===== config.mk =====
export PLATFORM = sky130hd
export DESIGN_NAME = fifo_write_logic_flat
export DESIGN_NICKNAME = d
export VERILOG_FILES = /design/src/rtl/fifo_pkg.sv /design/src/rtl/fifo_write_logic_if.sv /design/src/rtl/fifo_write_logic.sv /design/src/flat_wrapper.sv
export SDC_FILE = /design/constraint.sdc
export NUM_CORES = 1
export LEC_CHECK = 0
export BUFFER_PORTS_ARGS = -buffer_cell sky130_fd_sc_hd__clkbuf_2
export CAP_MARGIN = 20
export CORE_AREA = 5 5 42 44
export CTS_CLUSTER_DIAMETER = 150
export DETAILED_ROUTE_END_ITERATION = 7
export DIE_AREA = 0 0 47 49
export PLACE_DENSITY = 0.69
export SLEW_MARGIN = 15
export SYNTH_ARGS = -nofsm -noshare
export SYNTH_HDL_FRONTEND = slang
export SYNTH_SLANG_ARGS = --single-unit

===== constraint.sdc =====
create_clock -name clk -period 3.77 [get_ports clk]
set_clock_uncertainty 0.05 [all_clocks]
set_input_delay 0.754 -clock clk [delete_from_list [all_inputs] [get_ports clk]]
set_output_delay 0.754 -clock clk [all_outputs]
set_load 0.005 [all_outputs]

===== src/rtl/fifo_pkg.sv =====
// Shared definitions for the dual-clock FIFO pointer logic (write and read sides).
package fifo_pkg;

    localparam int GRAY_W_MAX = 16;

    typedef enum logic {
        WS_READY = 1'b0,
        WS_FULL  = 1'b1
    } ws_state_t;

    // Callers zero-extend into GRAY_W_MAX and truncate the result; upper zeros stay zero.
    function automatic logic [GRAY_W_MAX-1:0] bin2gray(input logic [GRAY_W_MAX-1:0] b);
        return b ^ (b >> 1);
    endfunction

    function automatic logic [GRAY_W_MAX-1:0] gray2bin(input logic [GRAY_W_MAX-1:0] g);
        logic [GRAY_W_MAX-1:0] b;
        b[GRAY_W_MAX-1] = g[GRAY_W_MAX-1];
        for (int i = GRAY_W_MAX-2; i >= 0; i--) begin
            b[i] = b[i+1] ^ g[i];
        end
        return b;
    endfunction

endpackage


===== src/rtl/fifo_write_logic_if.sv =====
// Write-side FIFO signals: producer request, synchronised read pointer, and status/RAM outputs.
interface fifo_write_logic_if #(
    parameter int PTR_SZ = 2
) ();
    logic              winc;
    logic [PTR_SZ:0]   wq2_raddr;
    logic              wfull;
    logic              write_en;
    logic [PTR_SZ-1:0] waddr;
    logic [PTR_SZ:0]   waddr_gray;
    logic [PTR_SZ:0]   wlevel;
    logic              wovf;

    modport master (
        output winc, wq2_raddr,
        input  wfull, write_en, waddr, waddr_gray, wlevel, wovf
    );

    modport slave (
        input  winc, wq2_raddr,
        output wfull, write_en, waddr, waddr_gray, wlevel, wovf
    );
endinterface


===== src/rtl/fifo_write_logic.sv =====
// Write-side control of the dual-clock FIFO: write pointer, Gray publication, full/level/overflow.
//   state    | meaning
//   WS_READY | space available, writes accepted
//   WS_FULL  | post-write pointer meets read pointer one lap behind; writes blocked
module fifo_write_logic
    import fifo_pkg::*;
#(
    parameter int PTR_SZ = 2
) (
    input  logic               clk,
    input  logic               rst,
    fifo_write_logic_if.slave  wif
);
    localparam int PTR_W = PTR_SZ + 1;

    ws_state_t        r_state;
    ws_state_t        w_state_next;
    logic [PTR_W-1:0] r_bin;
    logic [PTR_W-1:0] r_gray;
    logic [PTR_W-1:0] r_level;
    logic             r_ovf;

    logic             w_write_en;
    logic [PTR_W-1:0] w_bin_next;
    logic [PTR_W-1:0] w_gray_next;
    logic [PTR_W-1:0] w_rq_lap;
    logic [PTR_W-1:0] w_rbin;
    logic             w_full_hit;

    assign w_write_en  = wif.winc & (r_state != WS_FULL) & ~rst;
    assign w_bin_next  = r_bin + PTR_W'(w_write_en);
    assign w_gray_next = PTR_W'(bin2gray(GRAY_W_MAX'(w_bin_next)));
    assign w_rbin      = PTR_W'(gray2bin(GRAY_W_MAX'(wif.wq2_raddr)));

    // In Gray code, "one lap ahead" means the top two bits inverted, the rest equal.
    assign w_rq_lap   = {~wif.wq2_raddr[PTR_SZ:PTR_SZ-1], wif.wq2_raddr[PTR_SZ-2:0]};
    assign w_full_hit = (w_gray_next == w_rq_lap);

    always_comb begin
        w_state_next = r_state;
        case (r_state)
            WS_READY: if (w_full_hit)  w_state_next = WS_FULL;
            WS_FULL:  if (!w_full_hit) w_state_next = WS_READY;
            default:  w_state_next = WS_READY;
        endcase
    end

    always_ff @(posedge clk) begin
        if (rst) begin
            r_state <= WS_READY;
            r_bin   <= '0;
            r_gray  <= '0;
            r_level <= '0;
            r_ovf   <= 1'b0;
        end else begin
            r_state <= w_state_next;
            r_bin   <= w_bin_next;
            r_gray  <= w_gray_next;
            r_level <= w_bin_next - w_rbin;
            if (wif.winc && (r_state == WS_FULL)) begin
                r_ovf <= 1'b1;
            end
        end
    end

    assign wif.write_en   = w_write_en;
    assign wif.wfull      = (r_state == WS_FULL);
    assign wif.waddr      = r_bin[PTR_SZ-1:0];
    assign wif.waddr_gray = r_gray;
    assign wif.wlevel     = r_level;
    assign wif.wovf       = r_ovf;

endmodule


===== src/flat_wrapper.sv =====
// flat-port wrapper written by rule: the top's interface ports become plain ports
module fifo_write_logic_flat import fifo_pkg::*;
#(
    parameter int PTR_SZ = 2
)
  (clk, rst, wif_winc, wif_wq2_raddr, wif_wfull, wif_write_en, wif_waddr, wif_waddr_gray, wif_wlevel, wif_wovf);
  fifo_write_logic_if #(.PTR_SZ(PTR_SZ)) wif_i ();
  input  logic clk;
  input  logic rst;
  input wire logic [$bits(wif_i.winc)-1:0] wif_winc;
  input wire logic [$bits(wif_i.wq2_raddr)-1:0] wif_wq2_raddr;
  output wire logic [$bits(wif_i.wfull)-1:0] wif_wfull;
  output wire logic [$bits(wif_i.write_en)-1:0] wif_write_en;
  output wire logic [$bits(wif_i.waddr)-1:0] wif_waddr;
  output wire logic [$bits(wif_i.waddr_gray)-1:0] wif_waddr_gray;
  output wire logic [$bits(wif_i.wlevel)-1:0] wif_wlevel;
  output wire logic [$bits(wif_i.wovf)-1:0] wif_wovf;
  assign wif_i.winc = wif_winc;
  assign wif_i.wq2_raddr = wif_wq2_raddr;
  assign wif_wfull = wif_i.wfull;
  assign wif_write_en = wif_i.write_en;
  assign wif_waddr = wif_i.waddr;
  assign wif_waddr_gray = wif_i.waddr_gray;
  assign wif_wlevel = wif_i.wlevel;
  assign wif_wovf = wif_i.wovf;
  fifo_write_logic #(.PTR_SZ(PTR_SZ)) u_core (.clk(clk), .rst(rst), .wif(wif_i));
endmodule

==> results.ini <==
[run_status]
status=completed

[global_route]
first_global_vias=316
grt_first_pass_wirelength_um=1311
track_usage=0.08257
overflow=0
antenna_found_initial=0
grt_max_degree=12

[routing]
vias=317
vias_per_cell=4.284
first_pass_iters=4
ant_nets=0
drc=0
wl_per_cell_um=10.01
drt-initial-drc-count=12
drt_wl_total_um=741

[clock_network]
cts_tree=done
cts_resized=0
clock_latency_ns=0.25
cts_max_path_buffers=2
clkSinkCount=10
root_buffer=clkbuf_4
clk_pin_slew_ns=0.06
post-cts-setup-buffers=0
h-tree-depth=1
cts_buffers=3
holdBufCountCts=0

[sta]
fin_tns_setup_ns=0
setup_viol=0
rsz0062_at_grt=false
fin_crit_sh=0.6427
worst_hold_slack_ns=0.4199
relSlewSlack=0.7882
fmax_mhz=412.7
final_hold_viol_count=0
worst_slack_ns=1.347
tightestPinTransition_ns=0.3162
maxSlewViolCount=0
fin_crit_ns=2.423

[run]
maxCapViolCount=0

[final_layout]
finalNetCount=70
fin_cells=74
num_antenna_cells=0
design_area_um2=544.3
area_growth_pct=27.94
drive_above_1_share=0.3621

[floorplanning]
ioPinCount=17
die_h_um=49
rows=14
start_util=0.3036
coreArea_mm2=0.001401
die_area_mm2=0.002303
die_w_um=47

[synthesis]
synth_top_area_share=0.4706
synth_cells=40
yosys_warnings=0
synth_seq_cells=10
ys_seq_area_frac=0.4706
synth_area_leader_cell=dfxtp_1
synth_fp_nets=50
synth_cell_types=14
syn_avg_cell_area_um2=10.64
synth_flop_cell=dfxtp_1
synth-async-reset-ratio=0
synthTopCellsByCount=dfxtp_1 (10), nor2_1 (9), xnor2_1 (5)
synth_edf_count=0
yosys.cell_count.top_type=dfxtp_1
synth_area_leaders=dfxtp_1 (47%), xnor2_1 (10%), ha_1 (8.8%), nor2_1 (7.9%), xor2_1 (6.2%)
netlist_area_um2=425.4

[placed_design]
port_buffers=16
place_ws_ns=1.046
placed_cell_area_um2=521.8
hpwl_um=648
place.gp.congestion=0.6992
placedCellCount=71

[critical_path]
r2r_slack_ns=1.72
worstSetupEndpointType=flop
arrival_ns=2.51
cp-start-kind=input port
required_ns=3.86
worstSetupPathType=in -> reg
worstPathMaxFanout=11

[power_and_ir_drop]
cellLeakagePower_nw=0.2566
power.density_mw_per_mm2=440.1
ir_drop_uv=97.82

[worst_hold_path]
min_path_type=reg -> reg

## stage by stage
| stage | util | total power [mW] |
|---|---|---|
| floorplan | - | 0.1554 |
| global placement | 0.3723 | 0.1747 |
| finish | 0.3884 | 0.2395 |
| global route | 0.3884 | 0.2615 |
| CTS | 0.3884 | 0.2443 |
| detailed placement | 0.3723 | 0.1761 |
## layer usage
layer,global-route usage,part of all wire,routed length [um],vias up
met5,0,0,0,-
met2,0.1041,0.44,328,16
met1,0.09956,0.41,302,135
li1,-,-,-,164
met4,0.06912,0.026,19,0
met3,0.04059,0.12,91,2
## cell families after synthesis
| kind of cell | count (synthesis) | share of synthesized area |
|---|---|---|
| AOI/OAI and AO/OA | 2 | 0.04116 |
| xor gates and xnor gates | 9 | 0.2030 |
| adders and majority gates | 4 | 0.1353 |
| buffers and inverters | 3 | 0.02647 |
| DFF | 10 | 0.4706 |
| and+or+nand+nor | 12 | 0.1235 |
## critical path, stage by stage
cell	delay, ns
clkbuf_2	0.17
nor3b_1	0.28
ha_1	0.20
ha_1	0.19
inv_1	0.11
fa_1	0.44
xnor2_1	0.17
xnor2_1	0.13
nor2_1	0.05
## power by group
| group | internal (mW) | switching (mW) |
|---|---|---|
| sequential | 0.116 | 0.00317 |
| clock | 0.0365 | 0.0301 |
| combinational | 0.0268 | 0.0269 |
| total | 0.179 | 0.0601 |
## registers in the layout, indices dropped and copies added, names as in the netlist
register,flops
u_core.wif.wlevel,3
u_core.wif.waddr_gray,3
u_core.wif.wovf,1
u_core.r_bin,2
u_core.wif.wfull,1
## worst paths after layout
| kind | start | endpoint | depth (start not counted) |
|---|---|---|---|
| setup / recovery | rst | u_core.wif.wlevel[2] | 9 |
| hold / removal | u_core.wif.wovf | u_core.wif.wovf | 2 |
| setup reg to reg | u_core.wif.wfull | u_core.wif.wlevel[2] | 8 |
| hold reg to reg | u_core.wif.wovf | u_core.wif.wovf | 2 |
## layout by cell type (no fill, tap or decap), types with 2 or more instances in the layout
cell type and instances:
dfxtp_1 10, clkbuf_4 3, inv_1 2, nor2_1 9, xor2_1 3, clkbuf_2 16
xnor2_1 5, ha_1 3
## cell type report
class                      count  area, um2
tap                           16      20.02
multi-input combinational     27      214.0
sequential                    10      200.2
timing repair buffer          16      80.08
fill                         148      857.1
inverter                       2      7.507
clock buffer                   3      22.52
Power figures use the tool's default switching activity.
